--- src/rtl/keypad_pkg.sv ---
// Shared types and constants for the keypad key decoder.
// Imported by keypad_code_lut and keypad_key_decoder.
package keypad_pkg;

    typedef enum logic [2:0] {
        IDLE,
        DEBOUNCE,
        EMIT,
        HOLD,
        RELEASE
    } key_state_t;

    localparam logic [3:0] KEY_STAR      = 4'hE;
    localparam logic [3:0] KEY_HASH      = 4'hF;
    localparam logic [7:0] KEY_IDLE_CODE = 8'hFF;

    function automatic int unsigned ms_to_cycles(input int unsigned clk_freq,
                                                 input int unsigned ms);
        return clk_freq / 1000 * ms;
    endfunction

endpackage

--- src/rtl/keypad_key_decoder_if.sv ---
// Scanner-to-decoder key bus.
// The scanner side drives the raw press and code; the decoder side returns the decoded key.
interface keypad_key_decoder_if;
    logic       key_pressed;
    logic [7:0] key_code_raw;
    logic       key_valid;
    logic       key_error;
    logic [3:0] key_value;
    logic       key_is_digit;

    modport master (
        output key_pressed, key_code_raw,
        input  key_valid, key_error, key_value, key_is_digit
    );

    modport slave (
        input  key_pressed, key_code_raw,
        output key_valid, key_error, key_value, key_is_digit
    );
endinterface

--- src/rtl/keypad_code_lut.sv ---
// Combinational {cols,rows} (active-low) to {legal, key value} decode.
// Exactly one low column and one low row make a legal code.
module keypad_code_lut
    import keypad_pkg::*;
(
    input  logic [7:0] code,
    output logic       legal,
    output logic [3:0] value
);

    logic [1:0] col;
    logic [1:0] row;
    logic       col_ok;
    logic       row_ok;

    always_comb begin
        col    = '0;
        col_ok = 1'b1;
        case (code[7:4])
            4'b1110: col = 2'd0;
            4'b1101: col = 2'd1;
            4'b1011: col = 2'd2;
            4'b0111: col = 2'd3;
            default: col_ok = 1'b0;
        endcase

        row    = '0;
        row_ok = 1'b1;
        case (code[3:0])
            4'b1110: row = 2'd0;
            4'b1101: row = 2'd1;
            4'b1011: row = 2'd2;
            4'b0111: row = 2'd3;
            default: row_ok = 1'b0;
        endcase
    end

    always_comb begin
        legal = col_ok & row_ok;
        value = '0;
        case ({row, col})
            4'b00_00: value = 4'h1;
            4'b00_01: value = 4'h2;
            4'b00_10: value = 4'h3;
            4'b00_11: value = 4'hA;
            4'b01_00: value = 4'h4;
            4'b01_01: value = 4'h5;
            4'b01_10: value = 4'h6;
            4'b01_11: value = 4'hB;
            4'b10_00: value = 4'h7;
            4'b10_01: value = 4'h8;
            4'b10_10: value = 4'h9;
            4'b10_11: value = 4'hC;
            4'b11_00: value = KEY_STAR;
            4'b11_01: value = 4'h0;
            4'b11_10: value = KEY_HASH;
            default:  value = 4'hD;
        endcase
    end

endmodule

--- src/rtl/keypad_key_decoder.sv ---
// Debounce/decode FSM for the keypad scanner: one key_valid or key_error pulse per press.
// Optional auto-repeat while held is enabled by defining KEYPAD_AUTOREPEAT_EN.
module keypad_key_decoder
    import keypad_pkg::*;
#(
    parameter int unsigned CLK_FREQ        = 27_000_000,
    parameter int unsigned DEBOUNCE_MS     = 10,
    parameter int unsigned RELEASE_MS      = 10,
    parameter int unsigned REPEAT_DELAY_MS = 500,
    parameter int unsigned REPEAT_RATE_MS  = 100
) (
    input  logic                 clk_27mhz,
    input  logic                 reset_n,
    keypad_key_decoder_if.slave  kbus
);

    localparam int unsigned DEB_CYC = ms_to_cycles(CLK_FREQ, DEBOUNCE_MS);
    localparam int unsigned REL_CYC = ms_to_cycles(CLK_FREQ, RELEASE_MS);
    localparam int unsigned MAX_CYC = (DEB_CYC > REL_CYC) ? DEB_CYC : REL_CYC;
    localparam int unsigned CNT_W   = (MAX_CYC > 1) ? $clog2(MAX_CYC) : 1;
    localparam logic [CNT_W-1:0] DEB_LAST = CNT_W'(DEB_CYC - 1);
    localparam logic [CNT_W-1:0] REL_LAST = CNT_W'(REL_CYC - 1);

    if (DEBOUNCE_MS == 0 || RELEASE_MS == 0 || REPEAT_DELAY_MS == 0 || REPEAT_RATE_MS == 0)
    begin : g_bad_timing
        $error("keypad_key_decoder: timing parameters must be non-zero");
    end

    key_state_t       state, state_d;
    logic [CNT_W-1:0] cnt, cnt_d;
    logic [7:0]       code_q, code_d;
    logic             valid_q, valid_d;
    logic             error_q, error_d;
    logic [3:0]       value_q, value_d;
    logic             digit_q, digit_d;
    logic             lut_legal;
    logic [3:0]       lut_value;

    keypad_code_lut u_lut (
        .code  (code_q),
        .legal (lut_legal),
        .value (lut_value)
    );

`ifdef KEYPAD_AUTOREPEAT_EN
    localparam int unsigned RPT_DLY_CYC  = ms_to_cycles(CLK_FREQ, REPEAT_DELAY_MS);
    localparam int unsigned RPT_RATE_CYC = ms_to_cycles(CLK_FREQ, REPEAT_RATE_MS);
    localparam int unsigned RPT_MAX      = (RPT_DLY_CYC > RPT_RATE_CYC) ? RPT_DLY_CYC : RPT_RATE_CYC;
    localparam int unsigned RPT_W        = (RPT_MAX > 1) ? $clog2(RPT_MAX) : 1;

    logic [RPT_W-1:0] rpt_cnt;
    logic             rpt_first;
    logic             rpt_hit;

    // First wrap uses the initial delay, later wraps the repeat period.
    assign rpt_hit = (rpt_cnt == (rpt_first ? RPT_W'(RPT_DLY_CYC - 1) : RPT_W'(RPT_RATE_CYC - 1)));

    always_ff @(posedge clk_27mhz or negedge reset_n) begin
        if (!reset_n) begin
            rpt_cnt   <= '0;
            rpt_first <= 1'b1;
        end else if (state != HOLD) begin
            rpt_cnt   <= '0;
            rpt_first <= 1'b1;
        end else if (rpt_hit) begin
            rpt_cnt   <= '0;
            rpt_first <= 1'b0;
        end else begin
            rpt_cnt   <= rpt_cnt + RPT_W'(1);
        end
    end
`endif

    always_ff @(posedge clk_27mhz or negedge reset_n) begin
        if (!reset_n) begin
            state   <= IDLE;
            cnt     <= '0;
            code_q  <= KEY_IDLE_CODE;
            valid_q <= 1'b0;
            error_q <= 1'b0;
            value_q <= 4'h0;
            digit_q <= 1'b1;
        end else begin
            state   <= state_d;
            cnt     <= cnt_d;
            code_q  <= code_d;
            valid_q <= valid_d;
            error_q <= error_d;
            value_q <= value_d;
            digit_q <= digit_d;
        end
    end

    always_comb begin
        state_d = state;
        cnt_d   = cnt;
        code_d  = code_q;
        valid_d = 1'b0;
        error_d = 1'b0;
        value_d = value_q;
        digit_d = digit_q;

        case (state)
            IDLE: begin
                if (kbus.key_pressed) begin
                    code_d  = kbus.key_code_raw;
                    cnt_d   = '0;
                    state_d = DEBOUNCE;
                end
            end
            DEBOUNCE: begin
                if (!kbus.key_pressed || kbus.key_code_raw != code_q) begin
                    state_d = IDLE;
                end else if (cnt == DEB_LAST) begin
                    state_d = EMIT;
                end else begin
                    cnt_d = cnt + CNT_W'(1);
                end
            end
            EMIT: begin
                state_d = HOLD;
                if (lut_legal) begin
                    valid_d = 1'b1;
                    value_d = lut_value;
                    digit_d = (lut_value <= 4'd9);
                end else begin
                    error_d = 1'b1;
                end
            end
            HOLD: begin
                if (!kbus.key_pressed) begin
                    state_d = RELEASE;
                    cnt_d   = '0;
                end
`ifdef KEYPAD_AUTOREPEAT_EN
                else if (rpt_hit && lut_legal) begin
                    valid_d = 1'b1;
                end
`endif
            end
            RELEASE: begin
                if (kbus.key_pressed) begin
                    state_d = HOLD;
                end else if (cnt == REL_LAST) begin
                    state_d = IDLE;
                end else begin
                    cnt_d = cnt + CNT_W'(1);
                end
            end
            default: state_d = IDLE;
        endcase
    end

    assign kbus.key_valid    = valid_q;
    assign kbus.key_error    = error_q;
    assign kbus.key_value    = value_q;
    assign kbus.key_is_digit = digit_q;

endmodule
--- src/flat_wrapper.sv ---
// flat-port wrapper written by rule: the top's interface ports become plain ports
module keypad_key_decoder_flat import keypad_pkg::*;
#(
    parameter int unsigned CLK_FREQ        = 27_000_000,
    parameter int unsigned DEBOUNCE_MS     = 10,
    parameter int unsigned RELEASE_MS      = 10,
    parameter int unsigned REPEAT_DELAY_MS = 500,
    parameter int unsigned REPEAT_RATE_MS  = 100
)
  (clk_27mhz, reset_n, kbus_key_pressed, kbus_key_code_raw, kbus_key_valid, kbus_key_error, kbus_key_value, kbus_key_is_digit);
  keypad_key_decoder_if kbus_i ();
  input  logic clk_27mhz;
  input  logic reset_n;
  input wire logic [$bits(kbus_i.key_pressed)-1:0] kbus_key_pressed;
  input wire logic [$bits(kbus_i.key_code_raw)-1:0] kbus_key_code_raw;
  output wire logic [$bits(kbus_i.key_valid)-1:0] kbus_key_valid;
  output wire logic [$bits(kbus_i.key_error)-1:0] kbus_key_error;
  output wire logic [$bits(kbus_i.key_value)-1:0] kbus_key_value;
  output wire logic [$bits(kbus_i.key_is_digit)-1:0] kbus_key_is_digit;
  assign kbus_i.key_pressed = kbus_key_pressed;
  assign kbus_i.key_code_raw = kbus_key_code_raw;
  assign kbus_key_valid = kbus_i.key_valid;
  assign kbus_key_error = kbus_i.key_error;
  assign kbus_key_value = kbus_i.key_value;
  assign kbus_key_is_digit = kbus_i.key_is_digit;
  keypad_key_decoder #(.CLK_FREQ(CLK_FREQ), .DEBOUNCE_MS(DEBOUNCE_MS), .RELEASE_MS(RELEASE_MS), .REPEAT_DELAY_MS(REPEAT_DELAY_MS), .REPEAT_RATE_MS(REPEAT_RATE_MS)) u_core (.clk_27mhz(clk_27mhz), .reset_n(reset_n), .kbus(kbus_i));
endmodule
--- config.mk ---
export PLATFORM = sky130hd
export DESIGN_NAME = keypad_key_decoder_flat
export DESIGN_NICKNAME = d
export VERILOG_FILES = /design/src/rtl/keypad_pkg.sv /design/src/rtl/keypad_key_decoder_if.sv /design/src/rtl/keypad_code_lut.sv /design/src/rtl/keypad_key_decoder.sv /design/src/flat_wrapper.sv
export SDC_FILE = /design/constraint.sdc
export NUM_CORES = 1
export LEC_CHECK = 0
export ABC_AREA = 0
export CAP_MARGIN = 40
export CORE_ASPECT_RATIO = 0.75
export CORE_UTILIZATION = 47
export DETAILED_ROUTE_END_ITERATION = 12
export PLACE_DENSITY_LB_ADDON = 0.25
export RECOVER_POWER = 25
export SYNTH_ARGS = -nofsm -noshare
export SYNTH_HDL_FRONTEND = slang
export SYNTH_HIERARCHICAL = 1
export SYNTH_SLANG_ARGS = --single-unit
--- constraint.sdc ---
create_clock -name clk_27mhz -period 6.1 [get_ports clk_27mhz]
set_input_delay 1.22 -clock clk_27mhz [delete_from_list [all_inputs] [get_ports clk_27mhz]]
set_output_delay 1.22 -clock clk_27mhz [all_outputs]
set_load 0.01 [all_outputs]
### Word level (Yosys, flattened, before mapping)

Memories as Yosys holds them, arrays and structs flattened.
Cells that the tools add are included.

* reduce and logical (&&, ||, !) cells: 10
* equal/unequal tests: 20
* bitwise logic cells: 1
* $lt $le $gt $ge: 1
* mux-type cells: 21
* add/sub/neg operators: 1

Operator list (count)
* two-way mux 19 bit: 5
* one-hot mux 19 bit (4 select lines): 1
* == test 4 bit (second input constant): 6
* adder 19 x 1 -> 19 bit (second input constant): 1
* == test 19 bit (second input constant): 1
* two-way mux 3 bit: 6
* one-hot mux 3 bit (5 select lines): 1
* one-hot mux 2 bit (3 select lines): 2
* == test 4 x 3 -> 1 bit (second input constant): 2
* inequality test 2 bit (second input constant): 4
* inequality test 8 bit: 1
* OR reduction 4 bit: 2
* == test 3 x 2 -> 1 bit (second input constant): 2
* two-way mux 1 bit: 6
* AND reduction 5 bit: 1
* less-or-equal comparator 4 bit (second input constant): 1
* AND reduction 2 bit: 2
* AND reduction 4 bit: 1
* nonzero test 4 bit: 1
* == test 3 x 1 -> 1 bit (second input constant): 1
* == test 3 bit (second input constant): 1
* zero test 3 bit: 1
* inequality test 3 x 1 -> 1 bit (second input constant): 1
* inequality test 3 x 2 -> 1 bit (second input constant): 1
* other kinds (3): 3

* input bits: 11
* bits in registers: 37
* bits in read-only memories: 64
* output and inout port bits: 7
* memories kept: 1
* word-level logic and storage cells: 62

Memory list
* (no name shown): depth 16, width 4, rd ports 1, clocked after memory_dff 0, wr ports 0, RTL line keypad_code_lut.sv:41 `case ({row, col})`

### Logic depth before layout (Yosys ltp)

* word-level depth: 6
* depth in mapped cells: 9
* mapped depth without buffers: 9

### Hierarchy

The synthesis kept the hierarchy.

Modules (own cells, without submodules)
* keypad_key_decoder: seq. area each 937.1 um^2, instances 1, area an instance 1995.7 um^2, cells each 192
* keypad_code_lut: seq. area each 0.0 um^2, instances 1, area an instance 319.1 um^2, cells each 42

### Worst setup path before layout

Ideal clock, no wire load.

* kind: input to register
* start point: in kbus_key_code_raw[1]
* end point: reg u_core.cnt[11]
* arrival time: 2.842 ns
* required time: 5.976 ns
* slack: 3.134 ns
* setup time: 0.124 ns
* stages on the path: 8
* path buffers: 2
* path through: xnor2_1 > nand4_1 > or2_1 > or4_4 > and2_4 > buf_6 > buf_8 > a211o_1

* word-level cells in the longest chain between the ends: 4

Ends and longest elaborated chain
* start, declared: RTL line flat_wrapper.sv:15 `input wire logic [$bits(kbus_i.key_code_raw)-1:0] kbus_key_code_raw;`
* inequality test 8 bit: RTL line keypad_key_decoder.sv:112 `if (!kbus.key_pressed || kbus.key_code_raw != code_q) begin`
* logical OR 1 bit: RTL line keypad_key_decoder.sv:112
* inequality test 2 bit (no source line)
* AND reduction 5 bit (no source line)
* end signal, assigned: RTL line keypad_key_decoder.sv:85 `cnt <= cnt_d;`
* end, declared: RTL line keypad_key_decoder.sv:30 `logic [CNT_W-1:0] cnt, cnt_d;`

Every way passes these cells.
A chain may end at the register's enable or synchronous reset.

### Worst setup path in the final report

* start point: in kbus_key_pressed
* end point: reg u_core.cnt[9]

* word-level cells in the longest chain between the ends: 4
* elaborated cells between the ends (all ways): 7
* those cells by class: 4 x eq/ne; 3 x reduce/logical

Ends and longest elaborated chain
* start, declared: RTL line flat_wrapper.sv:14 `input wire logic [$bits(kbus_i.key_pressed)-1:0] kbus_key_pressed;`
* zero test 1 bit: RTL line keypad_key_decoder.sv:112
* logical OR 1 bit: RTL line keypad_key_decoder.sv:112
* inequality test 2 bit (no source line)
* AND reduction 5 bit (no source line) *

Every way passes the cells marked *; elsewhere a longest branch is shown, timed or not.

==> impl_metrics.json <==
{
  "ctsResizeCount": 0,
  "failed_checks": "capacitance limit, slew limit",
  "final_max_slew_viol_count": 38,
  "hold_viol_final": 0,
  "antenna_found_initial": 0,
  "die_h_um": 62.78,
  "num_vias": 1803,
  "finalCritPeriodShare_pct": 52.50,
  "crit_family": "simple AND/OR/NAND/NOR gates",
  "endpoint_kind": "flip-flop",
  "synth_common_cells": "28 x dfrtp_1, 18 x and3_1, 14 x nand2_1, 13 x mux2_2",
  "maxCapViolCount": 1,
  "dpl.hpwl_mm": 3.287,
  "cts_setup_buffers": 0,
  "post-route-min-period_ns": 3.203,
  "met1_usage_pct": 29.97,
  "tritoncts": "done",
  "synthCells": 234,
  "synth_top_cell_by_area": "dfrtp_1",
  "yosysMostFrequentCell": "dfrtp_1",
  "final_util_pct": 55.97,
  "cts_max_level": 2,
  "row_count": 21,
  "grt_overflow": 0,
  "grt.busiest_layer": "met1",
  "synthFlopType": "dfrtp_1",
  "yosysTopAreaCellShare_pct": 30.27,
  "yosys-top-cells-area": "dfrtp_1 30%, dfstp_2 10%, mux2_2 6.3%, and3_1 4.9%, xnor2_1 3.8%",
  "cpPeakStageDelay_ns": 0.56,
  "route.detailed.drc": 0,
  "max_freq_ghz": 0.3122,
  "drtPass1Iterations": 4,
  "setup_viol": 0,
  "fin_nets": 266,
  "port_buffers": 17,
  "insertion_delay_ns": 0.29,
  "crit_required_ns": 6.28,
  "grt_use_met2_pct": 28.69,
  "ios": 18,
  "routed_wl_mm": 4.669,
  "yosysWarnings": 6,
  "drive_above_1_share_pct": 18.40,
  "die_area_um2": 5213,
  "cts.sinks": 37,
  "cp_cell_sequence": "clkdlybuf4s50_1, nand2b_1, nor3_2, a31o_2, a31oi_1, and2_4, a221o_2",
  "syn-num-nets": 251,
  "synth_edf_count": 0,
  "ys_ff_latch": 37,
  "grt_max_degree": 38,
  "root_buffer": "clkbuf_8",
  "chipWidth_um": 83.04,
  "syn_area_um2": 2315,
  "grt_first_pass_wirelength_mm": 8.362,
  "detail_route.wl_per_cell_um": 15.21,
  "hold_buffers": 0,
  "drt-initial-drc-count": 120,
  "cts_made_buffers": 5,
  "cp.arrival_ns": 3.38,
  "timing.setup.tns_ns": 0,
  "path_class": "primary input to flip-flop",
  "synth-seq-area-share_pct": 40.49,
  "area_growth_pct": 11.19,
  "async_flop_share_pct": 100.0,
  "clk_pin_slew_ns": 0.08,
  "start_util_pct": 50.34,
  "worst_path_max_delay_cell": "clkdlybuf4s50_1",
  "gp_congestion": 0.8509,
  "timing.slew.headroom_pct": -30.84,
  "critPathBufInv": 1,
  "grt_pass1_vias": 1805,
  "worst_slack_ns": 2.897,
  "startpoint_type": "primary input",
  "ant_nets": 0,
  "core_um2": 4598,
  "met3_usage_pct": 3.567,
  "grt_usage_pct": 19.92,
  "rsz0062_at_grt": "false",
  "leakagePower_uw": 0.001176,
  "path_max_fanout": 18,
  "status": "finished with violations",
  "synth_cell_types": 54,
  "antenna_cells": 0,
  "power_density_nw_per_um2": 369.0,
  "viasPerCell": 5.873,
  "syn_avg_cell_area_um2": 9.892,
  "cts.path.max_buffers": 2,
  "place_ws_ns": 2.575,
  "ir_drop_mv": 0.2335,
  "worstHoldPathType": "flip-flop to flip-flop",
  "fin_skew_ns": 0.009831,
  "worstMarginPinSlew_ns": 1.963
}
[path summary, 6_finish.rpt]
path                                                           start                                   end  slack [ns]  cells after the start
worst min-delay path            u_core/kbus.key_value[3]$_DFFE_PN0P_  u_core/kbus.key_value[3]$_DFFE_PN0P_        0.51                      1
min in group asynchronous                                    reset_n  u_core/kbus.key_value[3]$_DFFE_PN0P_        1.47                      1
worst max-delay path                                kbus_key_pressed             u_core/cnt[9]$_DFFE_PN0P_        2.90                      7
max in group asynchronous                                    reset_n             u_core/cnt[8]$_DFFE_PN0P_        3.50                      1
worst min register to register  u_core/kbus.key_value[3]$_DFFE_PN0P_  u_core/kbus.key_value[3]$_DFFE_PN0P_        0.51                      1
worst max register to register          u_core/code_q[5]$_DFFE_PN1P_             u_core/cnt[9]$_DFFE_PN0P_        3.65                      6
[routing by layer]
metal / wire length [um] / vias up
met4: 43 / 0
met1: 2554 / 872
li1: - / 897
met2: 1898 / 29
met3: 172 / 5
met5: 0 / -
[sequential cells by signal, indices dropped and copies added, names as in the netlist]
signal	cells
u_core/kbus.key_value	4
u_core/kbus.key_error	1
u_core/kbus.key_valid	1
u_core/kbus.key_is_digit	1
u_core/cnt	19
u_core/state	3
u_core/code_q	8
[final cells by class]
| class | count | area, um2 |
|---|---|---|
| clock buffers | 5 | 68.82 |
| clock inverters | 3 | 17.52 |
| fillers | 394 | 2024 |
| inverters | 6 | 22.52 |
| multi-input cells | 182 | 1292 |
| flip-flops and latches | 37 | 937.1 |
| well taps | 57 | 71.32 |
| repair buffers | 17 | 163.9 |
[logic make-up after synthesis]
logic type | synth area share (%)
adder cells (fa/ha/maj) | 3.243
AND/OR/NAND/NOR | 24.11
flip-flops | 40.49
XOR/XNOR | 4.919
buffers and inverters | 3.675
AO/OA/AOI/OAI | 14.87
multiplexers | 8.703
[worst register-to-register path, delay by kind of cell (launching register included)]
family	cells	cell delay, ns
AOI/OAI and AO/OA	1	0.40
xor gates and xnor gates	1	0.15
DFF	1	0.66
and+or+nand+nor	4	1.12
[layout by cell type, fill, tap and decap left out, types with 8 or more instances in the layout]
cell,n
nand2_1,14
and3_1,18
nand3_1,12
clkdlybuf4s50_1,16
dfstp_2,8
nor2_1,11
a21oi_1,11
mux2_2,13
nor3_1,12
xnor2_1,10
dfrtp_1,28
[metrics by stage]
step | hold WS [ns] | cells | total power [uW] | cell area, um2
final | 0.5103 | 307 | 949.8 | 2574
after global routing | 0.5374 | 307 | 1027 | 2574
after CTS | 0.5128 | 307 | 954.3 | 2575
after detailed placement | 0.4951 | 299 | 780.3 | 2489
after global placement | 0.4897 | 299 | 771.1 | 2489
after floorplan | 0.4895 | 234 | 694.6 | 2315
[power by group]
group | switching, uW | total (uW) | leakage [uW] | internal (uW)
combinational | 186 | 377 | 0.000652 | 191
sequential | 82.2 | 401 | 0.000480 | 319
clock | 92.6 | 172 | 0.0000439 | 78.9
total | 361 | 950 | 0.00118 | 589
No activity file was read; power rests on OpenSTA's default activity.
==> patch 1 (same settings) <==
Encoding of `key_state_t`: now one-hot (5 bits for 5 states).
--- a/src/rtl/keypad_pkg.sv
+++ b/src/rtl/keypad_pkg.sv
@@ -2,12 +2,12 @@
 // Imported by keypad_code_lut and keypad_key_decoder.
 package keypad_pkg;
 
-    typedef enum logic [2:0] {
-        IDLE,
-        DEBOUNCE,
-        EMIT,
-        HOLD,
-        RELEASE
+    typedef enum logic [4:0] {
+        IDLE     = 5'b00001,
+        DEBOUNCE = 5'b00010,
+        EMIT     = 5'b00100,
+        HOLD     = 5'b01000,
+        RELEASE  = 5'b10000
     } key_state_t;
 
     localparam logic [3:0] KEY_STAR      = 4'hE;
Formal check against the unedited RTL: same outputs for any inputs over 10 cycles, from zero or initial values and one cycle with reset_n low; not proved beyond that.
==> patch 1 against the unedited design <==
  * Synthesized area rose by 10%
  * Utilization fell by 0.19 points
  * Cell area rose by 9.2%
  * Worst setup slack got worse by 400 ps
  * Routed wire length rose by 17%
  * Highest routed layer unchanged
  * Synthesized cell count rose by 17%
  * The flow still finishes with violations (max-capacitance violations, max-slew violations)
  * Cell count rose by 17%
  * Total power fell by 0.49%
  * Sequential cell count rose by 2
  * Maximum frequency fell by 11%
  * Largest cell class unchanged
==> patch 1: results (changes against the unedited design) <==
| Metric | Value |
|---|---|
| DRT Pass-1 Iters | 4 (unchanged) |
| GRT met2 Usage | 0.290 (+0.00347) |
| Detailed Route Iter0 Violations | 125 (+4.2%) |
| Post-Place Worst Slack | 2210 ps (-364 ps) |
| Leading post-synthesis cells by cell area | dfrtp_1 (28%), dfstp_2 (10%), mux2_2 (5.3%), o21ai_0 (4.3%), nand2_1 (4.0%) |
| Fin Setup TNS | 0 ps (unchanged) |
| Met2 Routed Length | 2.29 mm (+21%) |
| Mux cell area share after synthesis | 0.0825 (-0.00451) |
| Post-CTS Setup Inserts | 0 (unchanged) |
| CP max stage cell | clkdlybuf4s50_1 |
| GR Util met1 | 0.324 (+0.0247) |
| N_diodes | 0 (unchanged) |
| Yosys warnings | 6 (unchanged) |
| Synth unique cells | 53 (-1.9%) |
| Gr usage total | 0.214 (+0.0149) |
| Syn_nets | 290 (+16%) |
| Sequential area share after synthesis | 0.388 (-0.0168) |
| Synth Area in Compound Gates | 0.179 (+0.0306) |
| Max rail drop VDD | 0.245 mV (+4.7%) |
| Root Driver | clkbuf_8 |
| HPWL after DPL | 3.82 mm (+16%) |
| Post-Syn Instances | 273 (+17%) |
| Via-per-instance ratio | 5.77 (-1.8%) |
| Status | complete, but fails checks |
| Max-slew violations | 34 (-11%) |
| Clk_lat worst skew | 300 ps |
| Clock Skews | 5.15 ps (-4.68 ps) |
| Top sig layer | met4 |
| Failing checks | max-capacitance violations, max-slew violations |
| Worst-path clk slew | around 70 ps |
| Placed inst area | 2750 um2 (+10%) |
| PostCTS Resize Cnt | 0 (unchanged) |
| Largest net degree at the start of global routing | 34 (-11%) |
| Vias in the first global route | 1872 (+3.7%) |
| Worst path arrival time | 3780 ps (+400 ps) |
| Drt wl/cell | 15.2 um (+0.21%) |
| Post-Synth Adder-Cell Area | 0.0295 (-0.00296) |
| Top flop regs | u_core/cnt (19), u_core/code_q (8), u_core/state (5) |
| GRT met3 Usage | 0.0565 (+0.0209) |
| Routed Wire Length | 5.46 mm (+17%) |
| Worst-path maximum fanout | 22 (+4) |
| Placed insts | 350 (+17%) |
| Synth cell count leaders | dfrtp_1 (29), nand2_1 (27), nor2_1 (23) |
| Asr flop ratio synth | 1.00 (unchanged) |
| Relative slew margins | -0.187 (+0.121) |
| First-pass GRT wire length | 9.16 mm (+9.6%) |
| WHS | 493 ps (-17.3 ps) |
| Worst path max stage delay | 540 ps (-20 ps) |
| XOR/XNOR Fraction of Synth Area | 0.0481 (-0.00106) |
| Final #Nets | 302 (+14%) |
| Met3 wire len | 269 um (+56%) |
| Routed metal-1 wire length | 2.84 mm (+11%) |
| Num CTS Buffers | 5 (unchanged) |
| Max Cap Viol | 1 (unchanged) |
| GPL Wtd Cong | 0.793 (-6.8%) |
| Port Buffers | 17 (unchanged) |
| Pleak | 1.13 nW (-4.2%) |
| Fraction of layout cells with a size suffix above 1 | 0.150 (-0.0337) |
| CTS Buffer Depth | 2 (unchanged) |
[patch 1: cell count changes after synthesis, sizes merged, moves of 9 or more]
cell | unedited run | this run
o21ai | 4 | 27
and3 | 18 | 5
nand2 | 14 | 27
a211o | 12 | 0
nor2 | 11 | 23
o31ai | 2 | 14
nor3 | 13 | 4
[patch 1: worst max-delay path: cells and delay by family]
family / cells / cell delay, ps
compound gates: 4 / 960
simple gates: 2 / 840
buf+inv: 2 / 760
[patch 1: final timing paths]
path	from	to	slack [ps]	cells past startpoint
worst max-delay path	kbus_key_pressed	u_core/cnt[6]	2500	8
worst min-delay path	u_core/kbus.key_value[3]	u_core/kbus.key_value[3]	490	2
worst max register to register	u_core/cnt[16]	u_core/state[1]	3250	7
worst min register to register	u_core/kbus.key_value[3]	u_core/kbus.key_value[3]	490	2
max in group asynchronous	reset_n	u_core/kbus.key_value[1]	3280	2
min in group asynchronous	reset_n	u_core/kbus.key_valid	820	1
[patch 1: cell families (layout without fill, tap and decap cells)]
family,count (synthesis),count (layout)
buffers and inverters,21,34
flip-flops,39,39
AO/OA/AOI/OAI,66,66
AND/OR/NAND/NOR,108,108
XOR/XNOR,14,14
multiplexers,19,19
adder cells (fa/ha/maj),6,6
[patch 1: area by class of cell]
class	count	area [um2]
Sequential cell	39	988
Clock buffer	7	76.3
Inverter	7	26.3
Clock inverter	1	5.00
Fill cell	474	2230
Multi-Input combinational cell	213	1450
Timing Repair Buffer	19	175
Tap cell	72	90.1
[patch 1: where the power goes]
part	leakage [nW]	total [mW]	internal [mW]	switching, mW
clock network	0.0422	0.172	0.0803	0.0912
logic	0.575	0.379	0.182	0.197
registers	0.509	0.395	0.319	0.0756
==> patch 2 (config.mk and constraints unchanged) <==
Made on the original files. `CLK_FREQ` is set to 27_000_000 in 2 places; all go to 13_500_000.
--- a/src/rtl/keypad_key_decoder.sv
+++ b/src/rtl/keypad_key_decoder.sv
@@ -3,7 +3,7 @@
 module keypad_key_decoder
     import keypad_pkg::*;
 #(
-    parameter int unsigned CLK_FREQ        = 27_000_000,
+    parameter int unsigned CLK_FREQ        = 13_500_000,
     parameter int unsigned DEBOUNCE_MS     = 10,
     parameter int unsigned RELEASE_MS      = 10,
     parameter int unsigned REPEAT_DELAY_MS = 500,
--- a/src/flat_wrapper.sv
+++ b/src/flat_wrapper.sv
@@ -1,7 +1,7 @@
 // flat-port wrapper written by rule: the top's interface ports become plain ports
 module keypad_key_decoder_flat import keypad_pkg::*;
 #(
-    parameter int unsigned CLK_FREQ        = 27_000_000,
+    parameter int unsigned CLK_FREQ        = 13_500_000,
     parameter int unsigned DEBOUNCE_MS     = 10,
     parameter int unsigned RELEASE_MS      = 10,
     parameter int unsigned REPEAT_DELAY_MS = 500,
Behaviour: same outputs for any inputs over 10 cycles, from zero or initial values and one cycle with reset_n low; that may be too few to reach the edited logic, so the function may still have changed.
==> patch 2 against the unedited design <==
  * The flow finishes with violations (design-rule violations)
  * Routed wire length decreased by 5.0%
  * Synthesized cell count increased by 0.85%
  * Clock skew decreased by 1.5 ps
  * Maximum frequency decreased by 5.4%
  * Synthesized area increased by 2.1%
  * First-iteration DRC count decreased by 24%
  * Highest routed layer unchanged
  * Worst setup slack got worse by 180 ps
  * Cell area increased by 3.1%
  * Sequential cell count decreased by 1
Power is not compared: it rests on default switching activity, and its combinational part moved more than twofold at a synthesized area within 25%.
==> patch 2: results (changes against the unedited design) <==
| Metric | Value |
|---|---|
| Status | complete, but fails checks |
| Failing checks | design-rule violations |
| Worst path max stage delay | 610 ps (+50 ps) |
| Slew of the pin with the lowest slew margin | 989 ps (-974 ps) |
| Max rail drop VDD | around 0.15 mV |
| Largest net degree at the start of global routing | 26 (-32%) |
| Vias in the first global route | 1566 (-13%) |
| Routed metal-1 wire length | 2.44 mm (-4.5%) |
| Placed inst area | 2580 um2 (+3.6%) |
| GPL Wtd Cong | 0.823 (-3.3%) |
| HPWL after DPL | 3.29 mm (+0.20%) |
| Number of fill cells in the layout | 401 (+1.8%) |
| Root Driver | clkbuf_8 |
| Syn_nets | 253 (+0.80%) |
| Worst path arrival time | 3550 ps (+170 ps) |
| Via Count | 1728 (-4.2%) |
| Worst-path maximum fanout | 25 (+7) |
| Post-Synth Adder-Cell Area | 0.0318 (-0.000670) |
| Worst-path clk slew | 70 ps |
| Top sig layer | met4 |
| Sequential area share after synthesis | 0.386 (-0.0189) |
| GRT met3 Usage | 0.0485 (+0.0128) |
| Final #Nets | 271 (+1.9%) |
| Num CTS Buffers | 5 (unchanged) |
| Synth unique cells | 51 (-5.6%) |
| GRT met2 Usage | 0.243 (-0.0441) |
| Synth cell count leaders | dfrtp_1 (27), nand2_1 (26), mux2i_1 (20) |
| CP max stage cell | a21o_1 |
| Detailed Route Iter0 Violations | 91 (-24%) |
| # DRC | 3 (+3) |
| CP top delay family | compound AO/OA/AOI/OAI gates |
| Synth Area in Compound Gates | 0.112 (-0.0369) |
| GR Util met1 | 0.285 (-0.0143) |
| Gr usage total | 0.182 (-0.0168) |
| Mux cell area share after synthesis | 0.158 (+0.0707) |
| Clock Skews | 8.31 ps (-1.52 ps) |
| Met3 wire len | 231 um (+34%) |
| DRT Pass-1 Iters | 8 (+4) |
| Leading post-synthesis cells by cell area | dfrtp_1 (29%), dfstp_2 (10%), mux2i_1 (8.5%), mux2_2 (6.7%), nand2_1 (4.1%) |
| Drt wl/cell | 14.2 um (-6.5%) |
| First-pass GRT wire length | 7.56 mm (-9.7%) |
| Met2 Routed Length | 1.74 mm (-8.6%) |
| XOR/XNOR Fraction of Synth Area | 0.0482 (-0.00102) |
| Yosys warnings | 6 (unchanged) |
| CTS Buffer Depth | 2 (unchanged) |
| Fraction of layout cells with a size suffix above 1 | 0.176 (-0.00753) |
| Max reg flops | 18 (-1) |
[patch 2: cell count changes in the layout (fill, tap and decap cells not counted), moves of 3 or more]
cell / before / now
nand2b_1: 1 / 15
a211o_2: 6 / 0
a21oi_2: 0 / 6
a211o_1: 6 / 0
nand2_1: 14 / 26
a211oi_1: 0 / 3
or3_1: 3 / 0
and3_1: 18 / 7
mux2i_1: 4 / 20
nor3b_1: 4 / 1
nor3_1: 12 / 1
[patch 2: final cells by class]
class | count | share of cell area
Multi-Input combinational cell | 188 | 0.521
Sequential cell | 36 | 0.344
Timing Repair Buffer | 18 | 0.0632
Clock buffer | 8 | 0.0377
Tap cell | 57 | 0.0269
Inverter | 5 | 0.00708
[patch 2: path summary, 6_finish.rpt]
path | depth (start not counted) | from | slack [ps] | endpoint
worst min register to register | 1 | u_core/kbus.key_value[1] | 500 | u_core/kbus.key_value[1]
worst max-delay path | 6 | kbus_key_pressed | 2710 | u_core/cnt[3]
min in group asynchronous | 1 | reset_n | 1080 | u_core/kbus.key_value[1]
max in group asynchronous | 2 | reset_n | 3630 | u_core/state[0]
worst min-delay path | 1 | u_core/kbus.key_value[1] | 500 | u_core/kbus.key_value[1]
worst max register to register | 6 | u_core/state[0] | 3660 | u_core/cnt[3]
[patch 2: per-stage QoR]
stage / cells / setup slack [ps] / power (mW) / hold slack [ps] / utilization
final: 312 / 2710 / 0.555 / 505 / 0.570
after detailed placement: 304 / 2460 / 0.377 / 495 / 0.554
after global placement: 303 / 2510 / 0.371 / 489 / 0.548
after global routing: 312 / 2560 / 0.592 / 535 / 0.570
after floorplan: 236 / 3620 / 0.348 / 473 / -
after CTS: 312 / 2730 / 0.566 / 510 / 0.576
